## src/rtl/delay_line_scheduler_if.sv

```systemverilog
// Delay RAM bus plus delayed-output stream of the delay line scheduler.
// The scheduler drives the master side and the RAM/consumer side listens on slave.
interface delay_line_scheduler_if #(
    parameter int ADDR_W = 12
);
    logic [ADDR_W-1:0] ram_addr;
    logic              ram_en;
    logic              ram_rden;
    logic              ram_wren;
    logic              in_rd;
    logic              out_we;
    logic [ADDR_W-1:0] out_ch;
    logic              out_sel;

    modport master (
        output ram_addr, ram_en, ram_rden, ram_wren,
        output in_rd, out_we, out_ch, out_sel
    );

    modport slave (
        input ram_addr, ram_en, ram_rden, ram_wren,
        input in_rd, out_we, out_ch, out_sel
    );
endinterface

```

## src/rtl/delay_line_scheduler.sv

```systemverilog
// Circular delay RAM sequencer: per step, read then overwrite one slot per channel.
// Define DLY_STA_QUEUE_EN to queue one sta arriving while a step is running.
module delay_line_scheduler #(
    parameter int N_CH        = 8,
    parameter int ADDR_W      = 12,
    parameter int DELAY_STEPS = 16,
    parameter int RD_LAT      = 2
) (
    input  logic clk,
    input  logic rst,
    input  logic clr,
    input  logic sta,
    delay_line_scheduler_if.master bus,
    output logic busy,
    output logic done,
    output logic overrun
);
    localparam int RING = DELAY_STEPS * N_CH;
    localparam int SC_W = $clog2(DELAY_STEPS + 1);
    localparam int DC_W = (RD_LAT > 1) ? $clog2(RD_LAT) : 1;

    localparam logic [ADDR_W:0]   RING_W  = (ADDR_W+1)'(RING);
    localparam logic [ADDR_W:0]   NCH_W   = (ADDR_W+1)'(N_CH);
    localparam logic [ADDR_W-1:0] CH_LAST = ADDR_W'(N_CH - 1);
    localparam logic [SC_W-1:0]   SC_MAX  = SC_W'(DELAY_STEPS);
    localparam logic [DC_W-1:0]   DC_LAST = DC_W'(RD_LAT - 1);

    typedef enum logic [2:0] {
        S_IDLE,
        S_RD,
        S_WR,
        S_DRAIN,
        S_DONE
    } state_e;

    state_e            state_q, state_d;
    logic [ADDR_W-1:0] ch_q, ch_d;
    logic [ADDR_W-1:0] base_q, base_d;
    logic [SC_W-1:0]   step_q, step_d;
    logic [DC_W-1:0]   dcnt_q, dcnt_d;
    logic              sel_q, sel_d;
    logic              ovr_q, ovr_d;
    logic [ADDR_W-1:0] addr_q, addr_d;
    logic              rden_q, rden_d;
    logic              wren_q, wren_d;
    logic              busy_q, busy_d;
    logic              done_q, done_d;
    logic [RD_LAT-1:0] wep_q, wep_d;
    logic [ADDR_W-1:0] chp_q [RD_LAT];
    logic [ADDR_W-1:0] chp_d [RD_LAT];
`ifdef DLY_STA_QUEUE_EN
    logic              pend_q, pend_d;
`endif

    logic              start;
    logic [ADDR_W:0]   base_nx;

    always_comb begin
        state_d = state_q;
        ch_d    = ch_q;
        base_d  = base_q;
        step_d  = step_q;
        dcnt_d  = dcnt_q;
        sel_d   = sel_q;
        ovr_d   = ovr_q;
        start   = 1'b0;
        base_nx = {1'b0, base_q} + NCH_W;
`ifdef DLY_STA_QUEUE_EN
        pend_d  = pend_q;
`endif

        unique case (state_q)
            S_IDLE: begin
                if (sta) start = 1'b1;
            end
            S_RD: begin
                state_d = S_WR;
            end
            S_WR: begin
                if (ch_q == CH_LAST) begin
                    state_d = S_DRAIN;
                    dcnt_d  = '0;
                end else begin
                    state_d = S_RD;
                    ch_d    = ch_q + 1'b1;
                end
            end
            S_DRAIN: begin
                if (dcnt_q == DC_LAST) state_d = S_DONE;
                else dcnt_d = dcnt_q + 1'b1;
            end
            S_DONE: begin
                state_d = S_IDLE;
                base_d  = (base_nx == RING_W) ? '0 : base_nx[ADDR_W-1:0];
                if (step_q != SC_MAX) step_d = step_q + 1'b1;
`ifdef DLY_STA_QUEUE_EN
                // A queued or freshly arriving sta chains straight into RD.
                if (pend_q || sta) start = 1'b1;
                if (pend_q && sta) ovr_d = 1'b1;
                pend_d = 1'b0;
`else
                if (sta) ovr_d = 1'b1;
`endif
            end
            default: state_d = S_IDLE;
        endcase

        if (sta && state_q != S_IDLE && state_q != S_DONE) begin
`ifdef DLY_STA_QUEUE_EN
            if (pend_q) ovr_d = 1'b1;
            else pend_d = 1'b1;
`else
            ovr_d = 1'b1;
`endif
        end

        // step_d already holds the post-DONE count when chaining steps
        if (start) begin
            state_d = S_RD;
            ch_d    = '0;
            sel_d   = (step_d == SC_MAX);
        end

        wep_d[0] = rden_q;
        chp_d[0] = rden_q ? ch_q : '0;
        for (int i = 1; i < RD_LAT; i++) begin
            wep_d[i] = wep_q[i-1];
            chp_d[i] = chp_q[i-1];
        end

        if (clr) begin
            state_d = S_IDLE;
            ch_d    = '0;
            base_d  = '0;
            step_d  = '0;
            dcnt_d  = '0;
            sel_d   = 1'b0;
            ovr_d   = 1'b0;
            wep_d   = '0;
            for (int i = 0; i < RD_LAT; i++) chp_d[i] = '0;
`ifdef DLY_STA_QUEUE_EN
            pend_d  = 1'b0;
`endif
        end

        rden_d = (state_d == S_RD);
        wren_d = (state_d == S_WR);
        addr_d = (rden_d || wren_d) ? base_d + ch_d : '0;
        busy_d = (state_d != S_IDLE);
        done_d = (state_d == S_DONE);
    end

    always_ff @(posedge clk or negedge rst) begin
        if (!rst) begin
            state_q <= S_IDLE;
            ch_q    <= '0;
            base_q  <= '0;
            step_q  <= '0;
            dcnt_q  <= '0;
            sel_q   <= 1'b0;
            ovr_q   <= 1'b0;
            addr_q  <= '0;
            rden_q  <= 1'b0;
            wren_q  <= 1'b0;
            busy_q  <= 1'b0;
            done_q  <= 1'b0;
            wep_q   <= '0;
            for (int i = 0; i < RD_LAT; i++) chp_q[i] <= '0;
`ifdef DLY_STA_QUEUE_EN
            pend_q  <= 1'b0;
`endif
        end else begin
            state_q <= state_d;
            ch_q    <= ch_d;
            base_q  <= base_d;
            step_q  <= step_d;
            dcnt_q  <= dcnt_d;
            sel_q   <= sel_d;
            ovr_q   <= ovr_d;
            addr_q  <= addr_d;
            rden_q  <= rden_d;
            wren_q  <= wren_d;
            busy_q  <= busy_d;
            done_q  <= done_d;
            wep_q   <= wep_d;
            for (int i = 0; i < RD_LAT; i++) chp_q[i] <= chp_d[i];
`ifdef DLY_STA_QUEUE_EN
            pend_q  <= pend_d;
`endif
        end
    end

    assign bus.ram_addr = addr_q;
    assign bus.ram_en   = rden_q | wren_q;
    assign bus.ram_rden = rden_q;
    assign bus.ram_wren = wren_q;
    assign bus.in_rd    = wren_q;
    assign bus.out_we   = wep_q[RD_LAT-1];
    assign bus.out_ch   = chp_q[RD_LAT-1];
    assign bus.out_sel  = sel_q;
    assign busy         = busy_q;
    assign done         = done_q;
    assign overrun      = ovr_q;
endmodule

```

## src/flat_wrapper.sv

```systemverilog
// flat-port wrapper written by rule: the top's interface ports become plain ports
module delay_line_scheduler_flat 
#(
    parameter int N_CH        = 8,
    parameter int ADDR_W      = 12,
    parameter int DELAY_STEPS = 16,
    parameter int RD_LAT      = 2
)
  (clk, rst, clr, sta, busy, done, overrun, bus_ram_addr, bus_ram_en, bus_ram_rden, bus_ram_wren, bus_in_rd, bus_out_we, bus_out_ch, bus_out_sel);
  delay_line_scheduler_if #(.ADDR_W(ADDR_W)) bus_i ();
  input  logic clk;
  input  logic rst;
  input  logic clr;
  input  logic sta;
  output logic busy;
  output logic done;
  output logic overrun;
  output wire logic [$bits(bus_i.ram_addr)-1:0] bus_ram_addr;
  output wire logic [$bits(bus_i.ram_en)-1:0] bus_ram_en;
  output wire logic [$bits(bus_i.ram_rden)-1:0] bus_ram_rden;
  output wire logic [$bits(bus_i.ram_wren)-1:0] bus_ram_wren;
  output wire logic [$bits(bus_i.in_rd)-1:0] bus_in_rd;
  output wire logic [$bits(bus_i.out_we)-1:0] bus_out_we;
  output wire logic [$bits(bus_i.out_ch)-1:0] bus_out_ch;
  output wire logic [$bits(bus_i.out_sel)-1:0] bus_out_sel;
  assign bus_ram_addr = bus_i.ram_addr;
  assign bus_ram_en = bus_i.ram_en;
  assign bus_ram_rden = bus_i.ram_rden;
  assign bus_ram_wren = bus_i.ram_wren;
  assign bus_in_rd = bus_i.in_rd;
  assign bus_out_we = bus_i.out_we;
  assign bus_out_ch = bus_i.out_ch;
  assign bus_out_sel = bus_i.out_sel;
  delay_line_scheduler #(.N_CH(N_CH), .ADDR_W(ADDR_W), .DELAY_STEPS(DELAY_STEPS), .RD_LAT(RD_LAT)) u_core (.clk(clk), .rst(rst), .clr(clr), .sta(sta), .bus(bus_i), .busy(busy), .done(done), .overrun(overrun));
endmodule
```

## config.mk

```make
export PLATFORM = sky130hd
export DESIGN_NAME = delay_line_scheduler_flat
export DESIGN_NICKNAME = d
export VERILOG_FILES = /design/src/rtl/delay_line_scheduler_if.sv /design/src/rtl/delay_line_scheduler.sv /design/src/flat_wrapper.sv
export SDC_FILE = /design/constraint.sdc
export NUM_CORES = 1
export LEC_CHECK = 0
export ABC_AREA = 1
export CAP_MARGIN = 20
export CELL_PAD_IN_SITES_DETAIL_PLACEMENT = 1
export CELL_PAD_IN_SITES_GLOBAL_PLACEMENT = 1
export CORE_UTILIZATION = 30
export DETAILED_ROUTE_END_ITERATION = 7
export DONT_BUFFER_PORTS = 1
export GPL_TIMING_DRIVEN = 0
export PLACE_DENSITY_LB_ADDON = 0.12
export SYNTH_ARGS = -nofsm -noshare
export SYNTH_HDL_FRONTEND = slang
export SYNTH_SLANG_ARGS = --single-unit
export TNS_END_PERCENT = 10
```

## constraint.sdc

```tcl
create_clock -name clk -period 3.5 [get_ports clk]
set_input_delay 0.35 -clock clk [delete_from_list [all_inputs] [get_ports clk]]
set_output_delay 0.35 -clock clk [all_outputs]
set_load 0.02 [all_outputs]
```

* Yosys cells after proc, flatten, opt, wreduce, memory -nomap -nowiden
Index checks and enable logic that the tools add are counted.
** Operators by class
- Reduce and logical (&&, ||, !) cells :: 12
- Eq/ne operators :: 13
- Muxes and demuxes :: 31
- Bitwise gates (word level) :: 1
- $add $sub $neg :: 5
** Operators with widths (count)
- $mux W12 :: 9
- $mux W24 :: 1
- $mux W5 :: 3
- $reduce_bool A3 Y1 :: 5
- $add A12 B4 Y13 const B :: 1
- $eq A13 B8 Y1 const B :: 1
- $add A12 B1 Y12 const B :: 1
- $add A12 B12 Y12 :: 1
- $eq A12 B3 Y1 const B :: 1
- $pmux W3 S4 :: 1
- $mux W1 :: 11
- $eq A3 B2 Y1 const B :: 3
- $mux W3 :: 3
- $eq A3 B1 Y1 const B :: 2
- $eq A3 B3 Y1 const B :: 2
- $add A5 B1 Y5 const B :: 1
- $eq A5 B5 Y1 const B :: 1
- $ne A5 B5 Y1 const B :: 1
- $mux W2 :: 2
- $reduce_and A2 Y1 :: 2
- $logic_not A3 Y1 :: 1
- $ne A3 B2 Y1 const B :: 1
- $ne A3 B3 Y1 const B :: 1
- $logic_and A1 B1 Y1 :: 2
- 5 further kinds :: 5
** Word-level totals
- Word-level logic and storage cells :: 77
- Register bits after elaboration :: 77

* Depth between registers and ports, before layout
- Word-level depth :: 8
- Gate-level depth with buffers :: 19
- Depth with buffers taken out :: 19

* Least setup slack after synthesis
OpenSTA, ideal clock, no wires.
- Path kind :: reg2reg
- Start :: register u_core.state_q[0]
- End :: register u_core.addr_q[9], in the netlist u_core.bus.ram_addr[9]
- Cell stages (with the launch flop) :: 15
- Path slack :: 1015 ps
- Arrival time :: 2366 ps
- Period minus slack after synthesis :: 2485 ps
- Cells stage by stage :: dfrtp_1 -> nor3_4 -> nand2_1 -> inv_1 -> nand2_1 -> xor2_1 -> nor2_1 -> ha_1 -> nand3_1 -> nand3_1 -> nand2_1 -> nand2_1 -> a21oi_1 -> xor2_1 -> nor2_2
** RTL lines
- start, declared :: line delay_line_scheduler.sv:36 : state_e state_q, state_d;
- start signal, assigned :: line delay_line_scheduler.sv:173 : state_q <= state_d;
- $eq A3 B2 Y1 or $logic_not A3 Y1 (tied branches) :: line delay_line_scheduler.sv:72 : unique case (state_q)
- $mux W12 or $mux W1 (tied branches) :: line delay_line_scheduler.sv:72
- $mux W12 (*) :: line delay_line_scheduler.sv:118 : if (start) begin
- $mux W12 (*) :: line delay_line_scheduler.sv:131 : if (clr) begin
- via u_core.ch_d[2] :: line delay_line_scheduler.sv:37 : logic [ADDR_W-1:0] ch_q, ch_d;
- $add A12 B12 Y12 (*) :: line delay_line_scheduler.sv:148 : addr_d = (rden_d || wren_d) ? base_d + ch_d : '0;
- $mux W12 (*) :: line delay_line_scheduler.sv:148
- via u_core.addr_d[9] :: line delay_line_scheduler.sv:43 : logic [ADDR_W-1:0] addr_q, addr_d;
- end signal, assigned :: line delay_line_scheduler.sv:180 : addr_q <= addr_d;
- end, declared :: line delay_line_scheduler.sv:43
The timed path passes the listed nets; every way through them passes the cells marked *.
A chain may end at the register's enable or synchronous reset.

* Worst setup path in the final report
- Start :: register u_core.state_q[1]
- End :: register u_core.addr_q[11], in the netlist u_core.bus.ram_addr[11]
Same word-level chain as after synthesis.

==> results.json <==
{
  "grtUsageTotal_pct": 14.2,
  "dieWidth_um": 116,
  "nets": 480,
  "leakage_nw": 2.08,
  "dr.pass1.iters": 6,
  "slew_violations": 0,
  "port_buffers": 0,
  "dpl.hpwl_um": 6300,
  "period_share_pct": 88.3,
  "fin_util_pct": 34.9,
  "synth_area_um2": 3880,
  "p_total_mw": 1.87,
  "path_class": "flip-flop to flip-flop",
  "cts_buffer_depth": 2,
  "hold_path_depth": 1,
  "dr.first_iter.drc_count": 101,
  "critical_path_required_ns": 3.72,
  "cts_made_buffers": 9,
  "reg2reg_from": "u_core.state_q[1]",
  "rsz0062_at_grt": "false",
  "wl_per_cell_um": 13.4,
  "via_per_inst": 4.33,
  "yosysSeqAreaShare_pct": 49.7,
  "drive_above_1_share_pct": 11.2,
  "instances_no_fill": 637,
  "dp_cells": 619,
  "ys_ff_latch": 77,
  "worst-path-max-fanout": 7,
  "clock_latency_ns": 0.33,
  "reg2reg_depth": 15,
  "synthCells": 447,
  "cts.sinks": 77,
  "p_switching_mw": 0.428,
  "ys_types": 40,
  "reg2reg_to": "u_core.bus.ram_addr[11]",
  "die-area_um2": 13400,
  "syn-num-nets": 467,
  "vias": 2757,
  "endpoint_kind": "flip-flop",
  "htree_levels": 3,
  "fill_cells": 1526,
  "multi_input_area_um2": 1540,
  "cp-start-kind": "flip-flop",
  "clkTransAtPathRegs_ns": 0.06,
  "clockRootBuffer": "clkbuf_16",
  "routed_wl_um": 8530,
  "syn_avg_cell_area_um2": 8.67,
  "timing.final.hold_violations": 0,
  "fin_skew_ns": 0.00550,
  "timing.fmax_mhz": 323,
  "tightest_slew_ns": 0.650,
  "pin_count": 37,
  "hold_start": "clr",
  "setup_viol": 0,
  "setup_tns_ns": 0,
  "grt_pass1_wl_um": 14200,
  "p_comb_share_pct": 4.6,
  "ir_drop_mv": 0.173,
  "relSlewSlack_pct": 56.7,
  "core-area_um2": 12600,
  "setup.worst_path.end": "u_core.bus.ram_addr[11]",
  "holdWs_ns": 0.0905,
  "grt_max_degree": 78,
  "drcViolationCount": 0,
  "cap_violations": 0,
  "seq_power_share_pct": 49.0,
  "arrival_ns": 3.31,
  "grt_pass1_vias": 2954,
  "cellPowerDensity_nw_per_um2": 424,
  "status": "completed",
  "synth_top_area_share_pct": 49.7,
  "regArea_um2": 1930,
  "yosys-top-cells-area": "dfrtp_1 50%, nor2_1 7.5%, nand2_1 6.7%, inv_1 6.5%, ha_1 4.8%",
  "p_sw_share_pct": 22.9,
  "internal_power_mw": 1.44,
  "cts_tree": "built",
  "yosys_warnings": 0,
  "startpoint": "u_core.state_q[1]",
  "hp-class": "input pin to flip-flop",
  "final_cell_mix": "77 x nor2_1, 77 x dfrtp_1, 69 x nand2_1",
  "ant_nets": 0,
  "p_clk_share_pct": 46.4,
  "rows": 41,
  "chipHeight_um": 116,
  "initial_core_util_pct": 30.7,
  "layout_min_cycle_time_ns": 3.09,
  "diodes": 0,
  "antenna_found_initial": 0,
  "grt_overflow": 0,
  "rrSetupSlack_ns": 0.41,
  "gp_congestion": 0.825,
  "yosysTopAreaCell": "dfrtp_1",
  "syn2layout_area_growth_pct": 13.6
}
## sequential cells by signal, indices dropped and copies added, names as in the netlist, 2 cells and up
signal               count
u_core.base_q           12
u_core.bus.out_ch       12
u_core.bus.ram_addr     12
u_core.ch_q             12
u_core.chp_q            12
u_core.step_q            5
u_core.state_q           3
u_core.wep_q             2
## cell usage after synthesis
cell type and n:
nand2_1 69, a21o_1 1, or2_2 1, a21oi_1 14, nor2_2 3, a211oi_1 1, a31o_2 1, nor3_2 1
o31ai_1 1, clkbuf_1 3, fa_1 1, dfrtp_1 77, nor3b_1 1, o21ai_0 9, a31oi_1 3, clkinv_1 1
buf_1 1, nand2_4 1, inv_4 1, inv_1 67, nor3_1 9, nor4_1 1, a31oi_4 1, o21a_1 1
nand3_1 17, buf_4 13, ha_1 15, nand2_2 2, nor2_1 77, buf_2 1, nand4_2 1, inv_2 8
nand3_2 3, o21bai_1 3, xor2_1 21, nand4_1 8, and3_1 1, nor3_4 2, o211ai_1 1, xnor2_1 5
## cells by family (layout without fill, tap and decap cells)
| kind of cell | after synthesis | after routing | synth area share, % |
|---|---|---|---|
| simple gates | 197 | 197 | 22.7 |
| compound gates | 36 | 36 | 5.78 |
| buf+inv | 95 | 113 | 10.6 |
| flops | 77 | 77 | 49.7 |
| xor+xnor | 26 | 26 | 5.87 |
| fa+ha+maj | 16 | 16 | 5.36 |
## metrics by stage
step / cell area [um2] / worst slack (ns)
floorplan: 3880 / 1.02
global placement: 4090 / 0.370
detailed placement: 4090 / 0.357
CTS: 4400 / 0.328
global route: 4400 / 0.116
finish: 4400 / 0.408
## repair_timing
action | CTS | global route
setup endpoints to repair | 0 | 0
gates resized for setup | 0 | 0
endpoints found under the hold margin | 77 | 0
setup buffers | 0 | 0
hold buffers | 2 | 0
## worst min-delay path by stage
stage | endpoint | slack [ns]
6_report | u_core.state_q[2] | 0.09
4_1_cts | u_core.state_q[2] | 0.07
3_3_place_gp | u_core.bus.ram_addr[10] | 0.06
3_5_place_dp | u_core.bus.ram_addr[10] | 0.06
2_1_floorplan | u_core.base_q[0] | 0.05
5_1_grt | u_core.state_q[2] | 0.08
## area by class of cell
class	instances	area share (%)
Tap cell	172	4.89
Multi-Input combinational cell	275	35.0
Clock inverter	1	0.114
Sequential cell	77	43.8
Inverter	77	6.62
Clock buffer	15	6.08
Timing Repair Buffer	2	0.853
Buffer	18	2.67
## routing by layer
layer	wire, um	up-vias	track usage, %
li1	-	1399	-
met1	4180	1310	17.8
met2	4010	36	23.6
met3	152	12	2.20
met4	188	0	7.44
met5	0	-	0
## power groups by stage
stage	registers (mW)	logic (mW)	clock network (mW)
4_1_cts	0.914	0.0907	0.901
3_5_place_dp	0.930	0.0666	0
3_3_place_gp	0.930	0.0654	0
6_report	0.914	0.0863	0.866
2_1_floorplan	0.927	0.0491	0
5_1_grt	0.914	0.0992	0.935
## critical path, stage by stage, from the launching register on
cell	delay (ns)
dfrtp_1	0.48
inv_2	0.10
nor3_4	0.32
nand2_1	0.23
inv_1	0.17
nand2_1	0.08
xor2_1	0.14
nor2_1	0.18
ha_1	0.33
nand3_1	0.11
nand3_1	0.17
and3_1	0.24
nor2_1	0.21
nand3_1	0.11
nand2_1	0.06
nor2_1	0.04
(Power assumes the default switching activity.)
